### src/rtl/trace_chk_pkg.sv
// Shared types and defaults for the dual-core trace lockstep checker.
package trace_chk_pkg;

    localparam int TRACE_W_DEF = 36;
    localparam int DEPTH_DEF   = 16;
    localparam int PTR_W       = $clog2(DEPTH_DEF);

    typedef enum logic [1:0] {
        IDLE = 2'd0,
        RUN  = 2'd1,
        DONE = 2'd2,
        FAIL = 2'd3
    } state_e;

endpackage

### src/rtl/trace_fifo.sv
// Single-clock FIFO with extra-MSB pointers; a push to a full FIFO is only
// accepted when the same cycle also pops.
module trace_fifo
    import trace_chk_pkg::*;
#(
    parameter int W     = TRACE_W_DEF,
    parameter int DEPTH = DEPTH_DEF
) (
    input  logic         clk,
    input  logic         resetn,
    input  logic         push,
    input  logic         pop,
    input  logic [W-1:0] wdata,
    output logic [W-1:0] rdata,
    output logic         full,
    output logic         empty
);

    localparam int AW = $clog2(DEPTH);

    logic [AW:0]  wr_q, wr_d;
    logic [AW:0]  rd_q, rd_d;
    logic [W-1:0] mem_q [DEPTH];
    logic         do_push_s;
    logic         do_pop_s;

    assign empty     = (wr_q == rd_q);
    assign full      = (wr_q[AW] != rd_q[AW]) && (wr_q[AW-1:0] == rd_q[AW-1:0]);
    assign do_pop_s  = pop && !empty;
    assign do_push_s = push && (!full || do_pop_s);
    assign rdata     = mem_q[rd_q[AW-1:0]];

    // Pointer next-state.
    always_comb begin
        wr_d = wr_q;
        rd_d = rd_q;
        if (do_push_s) begin
            wr_d = wr_q + {{AW{1'b0}}, 1'b1};
        end else begin
            wr_d = wr_q;
        end
        if (do_pop_s) begin
            rd_d = rd_q + {{AW{1'b0}}, 1'b1};
        end else begin
            rd_d = rd_q;
        end
    end

    // Pointer registers.
    always_ff @(posedge clk or negedge resetn) begin
        if (!resetn) begin
            wr_q <= {(AW+1){1'b0}};
            rd_q <= {(AW+1){1'b0}};
        end else begin
            wr_q <= wr_d;
            rd_q <= rd_d;
        end
    end

    // Storage array; contents are meaningless while empty, so no reset.
    always_ff @(posedge clk) begin
        if (do_push_s) begin
            mem_q[wr_q[AW-1:0]] <= wdata;
        end
    end

endmodule

### config.mk
export PLATFORM = sky130hd
export DESIGN_NAME = trace_fifo
export DESIGN_NICKNAME = d
export VERILOG_FILES = /design/src/rtl/trace_chk_pkg.sv /design/src/rtl/trace_fifo.sv
export SDC_FILE = /design/constraint.sdc
export NUM_CORES = 1
export LEC_CHECK = 0
export ABC_AREA = 1
export BUFFER_PORTS_ARGS = -buffer_cell sky130_fd_sc_hd__buf_2
export CORE_MARGIN = 2
export CORE_UTILIZATION = 54
export DETAILED_ROUTE_END_ITERATION = 8
export PLACE_DENSITY_LB_ADDON = 0.2
export RECOVER_POWER = 25
export SLEW_MARGIN = 40
export SYNTH_ARGS = -nofsm -noshare
export SYNTH_HDL_FRONTEND = slang
export SYNTH_SLANG_ARGS = --single-unit
### constraint.sdc
create_clock -name clk -period 9.3 [get_ports clk]
set_clock_uncertainty 0.15 [all_clocks]
set_input_delay 0.465 -clock clk [delete_from_list [all_inputs] [get_ports clk]]
set_output_delay 0.465 -clock clk [all_outputs]
set_load 0.1 [all_outputs]
# Word level (Yosys, flattened, before mapping)

Memories as Yosys holds them, arrays and structs flattened.
Index checks and enable logic that the tools add are counted.

Bits in writable memories: 576
Output and inout bits: 38
Register bits after elaboration: 10
Input bits: 40
Memories: 1

Memory list:

| name  | depth | bits a word | read ports | clocked after Yosys merged registers in | wr ports | RTL line         | source |
|---|---|---|---|---|---|---|---|
| mem_q | 16    | 36          | 1          | 0                                       | 1        | trace_fifo.sv:23 | `logic [W-1:0] mem_q [DEPTH];` |

Reductions and logical operators: 6
Add/sub/neg operators: 2
Equal/unequal tests: 3
Mux-type cells: 2

Operator list:

| cell                                        | number |
|---|---|
| adder 5 x 1 -> 5 bit, second input constant | 2 |
| == test 5 bit                               | 1 |
| == test 4 bit                               | 1 |
| logical AND 1 bit                           | 3 |
| zero test 1 bit                             | 2 |
| two-way mux 1 bit                           | 2 |
| logical OR 1 bit                            | 1 |
| != test 1 bit                               | 1 |

# Depth between registers and ports, before layout

Gate-level depths: netlist (run 1).

Word-level depth: 7
Depth in mapped cells: 11
Gate-level depth less buffers: 9

# Least setup slack after synthesis (run 1)

OpenSTA, ideal clock, no wires.

Path kind: register -> register
Start: reg rd_q[1]
End: mem mem_q[10][0] (netlist name) (enable)
Setup time: 429 ps
Arrival time: 2,651 ps
Stages on the path, launching flop included: 10
Slack: 6,069 ps
Required time: 8,721 ps
Path through: dfrtp_1 buf_2 inv_2 nand2_1 nand2_1 nor2_2 nand4_2 nand2_2 buf_4 nor2_1

Longest elaborated chain between the ends: 7
Elaborated cells on any way between the ends: 10

RTL lines:

| element                                              | RTL line                           | source |
|---|---|---|
| start, declared                                      | trace_fifo.sv:22                   | `logic [AW:0] rd_q, rd_d;` |
| start signal, assigned                               | trace_fifo.sv:53                   | `rd_q <= {(AW+1){1'b0}};` |
| start signal, assigned                               | trace_fifo.sv:56                   | `rd_q <= rd_d;` |
| == test 5 bit or == test 4 bit (tied branches)       | trace_fifo.sv:27, trace_fifo.sv:28 |  |
| zero test 1 bit or logical AND 1 bit (tied branches) | trace_fifo.sv:29, trace_fifo.sv:28 |  |
| logical AND 1 bit or zero test 1 bit (tied branches) | trace_fifo.sv:29, trace_fifo.sv:30 |  |
| logical OR 1 bit *                                   | trace_fifo.sv:30                   | `assign do_push_s = push && (!full \|\| do_pop_s);` |
| logical AND 1 bit *                                  | trace_fifo.sv:30                   |  |
| two-way mux 1 bit *                                  | trace_fifo.sv:62                   | `if (do_push_s) begin` |
| two-way mux 1 bit (implied by the code) *            | trace_fifo.sv:63                   | `mem_q[wr_q[AW-1:0]] <= wdata;` |
| end, declared                                        | trace_fifo.sv:23                   |  |

Mark *: on every way between the ends. The rest lies on a longest branch, timed or not.

# Worst setup path in the final report (run 1)

Start: reg rd_q[0]
End: out rdata[11]

Longest elaborated chain between the ends: 1

RTL lines:

| element              | RTL line         | source |
|---|---|---|
| memory (16 x 36 bit) | n/a              |  |
| end, declared        | trace_fifo.sv:14 | `output logic [W-1:0] rdata,` |

Every way passes these cells.

==> results.yml, run 1 <==
routing:
  routed_wl_um: 55500
  first_pass_iters: 5
  vias: 14650
  ant_nets: 0
  wl_per_cell_um: 21.85
  drc: 0
  drtIter0Drc: 1635
  viasPerCell: 5.768
synthesis:
  synth_common_cells: "576 x edfxtp_1, 418 x nor2_1, 279 x o21ai_0"
  synth_top_family_by_area: "simple AND/OR/NAND/NOR gates"
  synth_flop_cell: "edfxtp_1"
  ys_types: 22
  avgSynthCellArea_um2: 12.56
  yosysWarnings: 0
  ys_top_cells_by_area: "edfxtp_1 74%, nor2_1 6.7%, o21ai_0 6.0%"
  synthCells: 1863
  synth_compound_gate_area_share_pct: 10.22
  syn-num-nets: 1908
  synthMuxAreaShare_pct: 0
  synth_edf_count: 576
  synth-async-reset-ratio_pct: 1.706
  yosys.area_share.simple_pct: 10.96
  synth.most_common_cell: "edfxtp_1"
  synth_seq_cells: 586
  synth_top_cell_area_share_pct: 73.90
  synth_area_um2: 23410
  synthAdderAreaFrac_pct: 0.2673
  yosysSeqAreaShare_pct: 74.97
  yosysTopAreaCell: "edfxtp_1"
  synth-xor-area-share_pct: 0.2619
grt:
  grt_pass1_wl_um: 84200
  grt_overflow_total: 0
  grt_pass1_vias: 14130
  grt_usage_pct: 25.12
  grt_max_degree: 194
  antenna_found_initial: 1
placement:
  placed_area_um2: 24330
  io_buffers: 77
  globalplace.congestion: 0.7775
  preCtsSetupSlack_ns: 5.260
  place_hpwl_um: 27020
  dp.cells: 2434
clocking:
  clkTransAtPathRegs_ns: 0.06
  root_buffer: "clkbuf_16"
  htree_levels: 2
  cts_sinks: 586
  clockBufferDepth: 3
  insertion_delay_ns: 0.61
  cts_tree: "done"
  post_cts_buffers: 0
  post_cts_resized: 0
  cts-buffers-inserted: 57
die:
  start_util_pct: 54.58
  num_io_pins: 78
  die_h_um: 212.2
  core_area_um2: 42890
  rows: 76
  die_w_um: 212.2
  die-area_um2: 45030
worst_setup_path:
  crit_chain: "buf_12, inv_12, buf_6, o21ai_0, o22ai_1, nand2_1, nand2_1, inv_1, nand2_1, buf_2"
  critical_path_required_ns: 8.69
  reg2reg_depth: 9
  cp_slowest_stage_delay_ns: 0.70
  cpMostUsedCell: "nand2_1"
  path_class: "reg -> out"
  end_kind: "primary output"
  cpMaxStageDelayCell: "buf_6"
  critical_path.max_fanout: 177
  crit_path_start_kind: "flip-flop"
  arrival_ns: 3.72
timing:
  setup_violations: 0
  fmax_mhz: 230.7
  slew_headroom_pct: 42.62
  tightest_slew_ns: 0.8607
  hold-worst-slack_ns: 0.09834
  timing_hold_violations_final: 0
  finalMaxSlewViolations: 0
  final.setup.tns_ns: 0
  rsz0062_at_grt: "no"
  fin_ws_ns: 4.965
  finalCriticalPeriod_ns: 4.335
  fin_crit_sh_pct: 46.61
power_and_ir_drop:
  vdd_drop_max_mv: 0.4690
  p_total_mw: 9.235
  power_density_nw_per_um2: 354.4
  leakage_nw: 8.718
finish:
  area_delta_synth_final_pct: 11.33
  stdcell_count: 2540
  nNetsFinal: 1955
  stdcell_area_um2: 26060
  drive_gt1_share_pct: 9.268
  final_core_util_pct: 60.76
hold_path:
  holdCritPathClass: "in -> async"
outcome:
  status: "finished, final reports clean"
flow_run:
  maxCapViolations: 0
[layout by cell type, fill, tap and decap left out]
cell / n
inv_2: 2
inv_1: 45
buf_2: 53
nand2_1: 200
ha_1: 5
clkbuf_8: 2
o211ai_1: 72
nand3_1: 44
nor2_4: 17
clkbuf_1: 41
o21ai_1: 46
xnor2_1: 4
diode_2: 2
nand2_4: 1
clkbuf_16: 59
inv_12: 1
inv_6: 1
o21ai_0: 279
dfrtp_4: 2
dfrtp_1: 7
xor2_1: 3
nor2_2: 1
inv_4: 2
edfxtp_1: 576
dlygate4sd3_1: 2
dfrtp_2: 1
buf_12: 3
clkinv_2: 10
buf_4: 20
nor2_1: 401
o22ai_1: 36
nand4_2: 1
clkinv_1: 11
bufinv_16: 2
buf_6: 3
[logic make-up (layout without fill, tap and decap cells)]
group,Yosys count,after routing
fa+ha+maj,5,5
buf+inv,167,257
flops,586,586
simple gates,665,665
other cells,0,2
compound gates,433,433
xor+xnor,7,7
[sequential cells by signal (all words and copies together), names as in the netlist]
name / count
mem_q: 576
rd_q: 5
wr_q: 5
[where the power goes]
group	switching [mW]	internal, mW
Combinational	3.06	0.758
Clock	0.941	1.22
Sequential	0.109	3.14
[cell type report]
cell class | instances | area [µm²]
Timing Repair Buffer | 105 | 619.3
Antenna cell | 2 | 5.005
Multi-Input combinational cell | 1110 | 5214
Tap cell | 585 | 732.0
Clock inverter | 24 | 160.2
Fill cell | 3315 | 16830
Inverter | 50 | 205.2
Sequential cell | 586 | 17560
Clock buffer | 78 | 1568
[routing by layer]
layer,track usage [%],part of all wire [%],vias up
met2,40.54,47,568
met5,0,0,-
met3,3.471,6.9,105
met4,9.106,3.0,0
li1,-,-,6756
met1,35.31,43,7222
[timing repair]
action	CTS	global route
setup endpoints to repair	0	0
hold buffers	2	0
endpoints found under the hold margin	11	0
[final timing paths]
| kind | slack [ns] | start | end |
|---|---|---|---|
| max | 4.97 | rd_q[0] | rdata[11] |
| max reg2reg | 5.60 | rd_q[0] | mem_q[11][11] |
| min in group clk | 0.10 | wdata[3] | mem_q[10][3] |
| min reg2reg | 0.41 | wr_q[4] | wr_q[4] |
| max in group asynchronous | 8.67 | resetn | rd_q[1] |
| min | 0.1 | resetn | wr_q[2] |
[worst max-delay path: cells and delay by family (launching register included)]
| kind | cells | cell delay (ns) |
|---|---|---|
| AOI/OAI and AO/OA | 2 | 0.39 |
| DFF | 1 | 0.55 |
| and+or+nand+nor | 3 | 0.22 |
| buffers and inverters | 5 | 1.85 |
No activity file was read; power rests on OpenSTA's default activity.
==> inputs of run 2 (changes only) <==
==> constraint.sdc (replaced) <==
create_clock -name clk -period 3.5 [get_ports clk]
set_clock_uncertainty 0.15 [all_clocks]
set_input_delay 0.175 -clock clk [delete_from_list [all_inputs] [get_ports clk]]
set_output_delay 0.175 -clock clk [all_outputs]
set_load 0.1 [all_outputs]
==> run 2 against run 1 <==
Utilization increased by 2.3 points. Clock power rose to 2.7 times the previous value. Cell count is 2.9% higher. Final area increased by 3.8%. Non-clock buffer count increased by 71. Critical path depth did not move. Setup slack lost 4.8 ns. Critical endpoint is now rdata[23]. Sequential cell count is the same. Sequential share of layout area decreased by 2.4 points. Hold slack better by 0.23 ns. Wire length fell by 2.4%. First-iteration DRC count decreased by 12%.
==> results.yml, run 2 (synthesized netlist as in run 1, its figures left out) <==
die:
  die_w_um: 212.2
  die-area_um2: 45030
  num_io_pins: 78
  die_h_um: 212.2
  rows: 76
  core_area_um2: 42890
  start_util_pct: 54.58
routing:
  ant_nets: 0
  drc: 0
  wl_per_cell_um: 20.73
  routed_wl_um: 54180
  drtIter0Drc: 1436
  vias: 14850
  first_pass_iters: 5
  viasPerCell: 5.679
worst_setup_path:
  arrival_ns: 3.01
  critical_path.max_fanout: 179
  crit_buf_inv: 3
  cpMostUsedCell: "nand2_1"
  path_class: "reg -> out"
  cp_slowest_stage_delay_ns: 0.49
  critical_path_required_ns: 3.17
  reg2reg_depth: 10
  r2r_setup_slack_ns: 0.86
  timing.rr.end: "mem_q[15][18]"
  crit_chain: "buf_12, nor2_1, nor2_1, o21ai_0, o21ai_1, nand2_1, nand2_1, inv_1, nand2_1, buf_2"
  cpLargestDelayFamily: "buffers and inverters"
  rr_startpoint: "rd_q[0]"
  crit_path_start_kind: "flip-flop"
  cpMaxStageDelayCell: "dfrtp_4"
  end_kind: "primary output"
  cp_num_cells: 10
  cp-startpoint: "rd_q[0]"
  critPathCapture: "rdata[23]"
placement:
  globalplace.congestion: 0.7701
  preCtsSetupSlack_ns: 0.4796
  placed_area_um2: 24850
  io_buffers: 77
  place_hpwl_um: 29200
finish:
  largest_reg_flops: 576
  drive_gt1_share_pct: 10.60
  area_delta_synth_final_pct: 15.51
  final_core_util_pct: 63.04
  fillCellCount: 3254
  stdcell_area_um2: 27040
  num_antenna_cells: 0
  multi_input_area_um2: 5209
  final_cell_mix: "576 x edfxtp_1, 401 x nor2_1, 279 x o21ai_0, 200 x nand2_1, 72 x o211ai_1"
  seqCellArea_um2: 17560
  nNetsFinal: 2028
  mostFrequentLayoutCell: "edfxtp_1"
power_and_ir_drop:
  p_total_mw: 24.70
  pwr-share-comb_pct: 42.0
  vdd_drop_max_mv: 0.9447
  clkPwrFrac_pct: 23.5
  leakage_nw: 9.156
  switching_share_pct: 43.91
  p_int_mw: 13.86
  power.net_switching_mw: 10.85
  pwr-share-seq_pct: 34.5
  power_density_nw_per_um2: 913.7
timing:
  slew_headroom_pct: 36.32
  fin_ws_ns: 0.1663
  tightest_slew_ns: 0.9551
  setup_violations: 0
  final.setup.tns_ns: 0
  finalCriticalPeriod_ns: 3.334
  timing_hold_violations_final: 0
  rsz0062_at_grt: "no"
  fin_crit_sh_pct: 95.25
  finalMaxSlewViolations: 0
  fmax_mhz: 300.0
clocking:
  insertion_delay_ns: 0.60
  clkTransAtPathRegs_ns: 0.06
  cts_sinks: 586
  clockBufferDepth: 3
  cts_tree: "done"
  root_buffer: "clkbuf_16"
  htree_levels: 2
  cts-buffers-inserted: 59
flow_run:
  maxCapViolations: 0
grt:
  grt_pass1_vias: 14380
  grt_pass1_wl_um: 83010
  antenna_found_initial: 0
  grt_usage_pct: 24.49
  grt_overflow_total: 0
  grt_max_degree: 180
hold_path:
  holdCritPathClass: "in -> reg"
outcome:
  status: "finished, final reports clean"
run 2: changes by cell type in the layout (fill, tap and decap cells not counted), sizes merged:
cell	delta
bufinv	+1
dlygate4sd3	+39
clkbuf	-6
clkinv	+11
clkinvlp	+1
diode	-2
buf	+30
run 2: how the worst min path moves through the flow:
stage,slack [ns],startpoint,cells after the start,end
after global placement,-0.1,resetn,1,rd_q[4]
after floorplan,-0.27,resetn,0,rd_q[0]
after CTS,0.30,wdata[14],2,mem_q[4][14]
after global routing,0.35,push,4,wr_q[4]
final,0.33,push,4,wr_q[4]
after detailed placement,-0.09,resetn,1,rd_q[4]
run 2: layout make-up:
cell class                 count  share of cell area (%)
clock buffer                  70                   5.613
clock inverter                37                  0.8931
inverter                      50                  0.7219
multi-input combinational   1110                   19.27
sequential                   586                   64.93
tap                          585                   2.707
timing repair buffer         176                   5.868
run 2: per-stage QoR:
stage | hold WS (ns) | instances
6_report | 0.3255 | 2614
2_1_floorplan | -0.2706 | 1863
3_5_place_dp | -0.09304 | 2465
4_1_cts | 0.3002 | 2613
5_1_grt | 0.3460 | 2614
3_3_place_gp | -0.09606 | 2444
run 2: power groups by stage:
stage	logic (mW)	clock network (mW)	registers, mW
6_report	10.4	5.80	8.52
5_1_grt	11.2	6.17	8.56
4_1_cts	10.4	5.88	8.52
3_5_place_dp	10.3	0	8.67
3_3_place_gp	10.1	0	8.66
2_1_floorplan	8.05	0	8.62
run 2: worst reg2reg max path, delay by kind of cell, from the launching register on:
kind                   cells  cell delay, ns
buffers and inverters      4            0.85
and+or+nand+nor            6            0.78
DFF                        1            0.53
run 2: what timing repair did:
action,in CTS,in global routing
setup buffers,0,0
setup endpoints to repair,20,17
hold buffers,41,0
hold endpoints to repair,596,0
resized for setup,1,4
run 2: per-layer routing:
metal | vias to the layer above | track usage [%] | share of wire [%]
met5 | - | 0 | 0
met4 | 0 | 7.479 | 2.6
met3 | 110 | 3.826 | 5.9
met2 | 490 | 40.37 | 48
met1 | 7335 | 33.93 | 43
li1 | 6910 | - | -
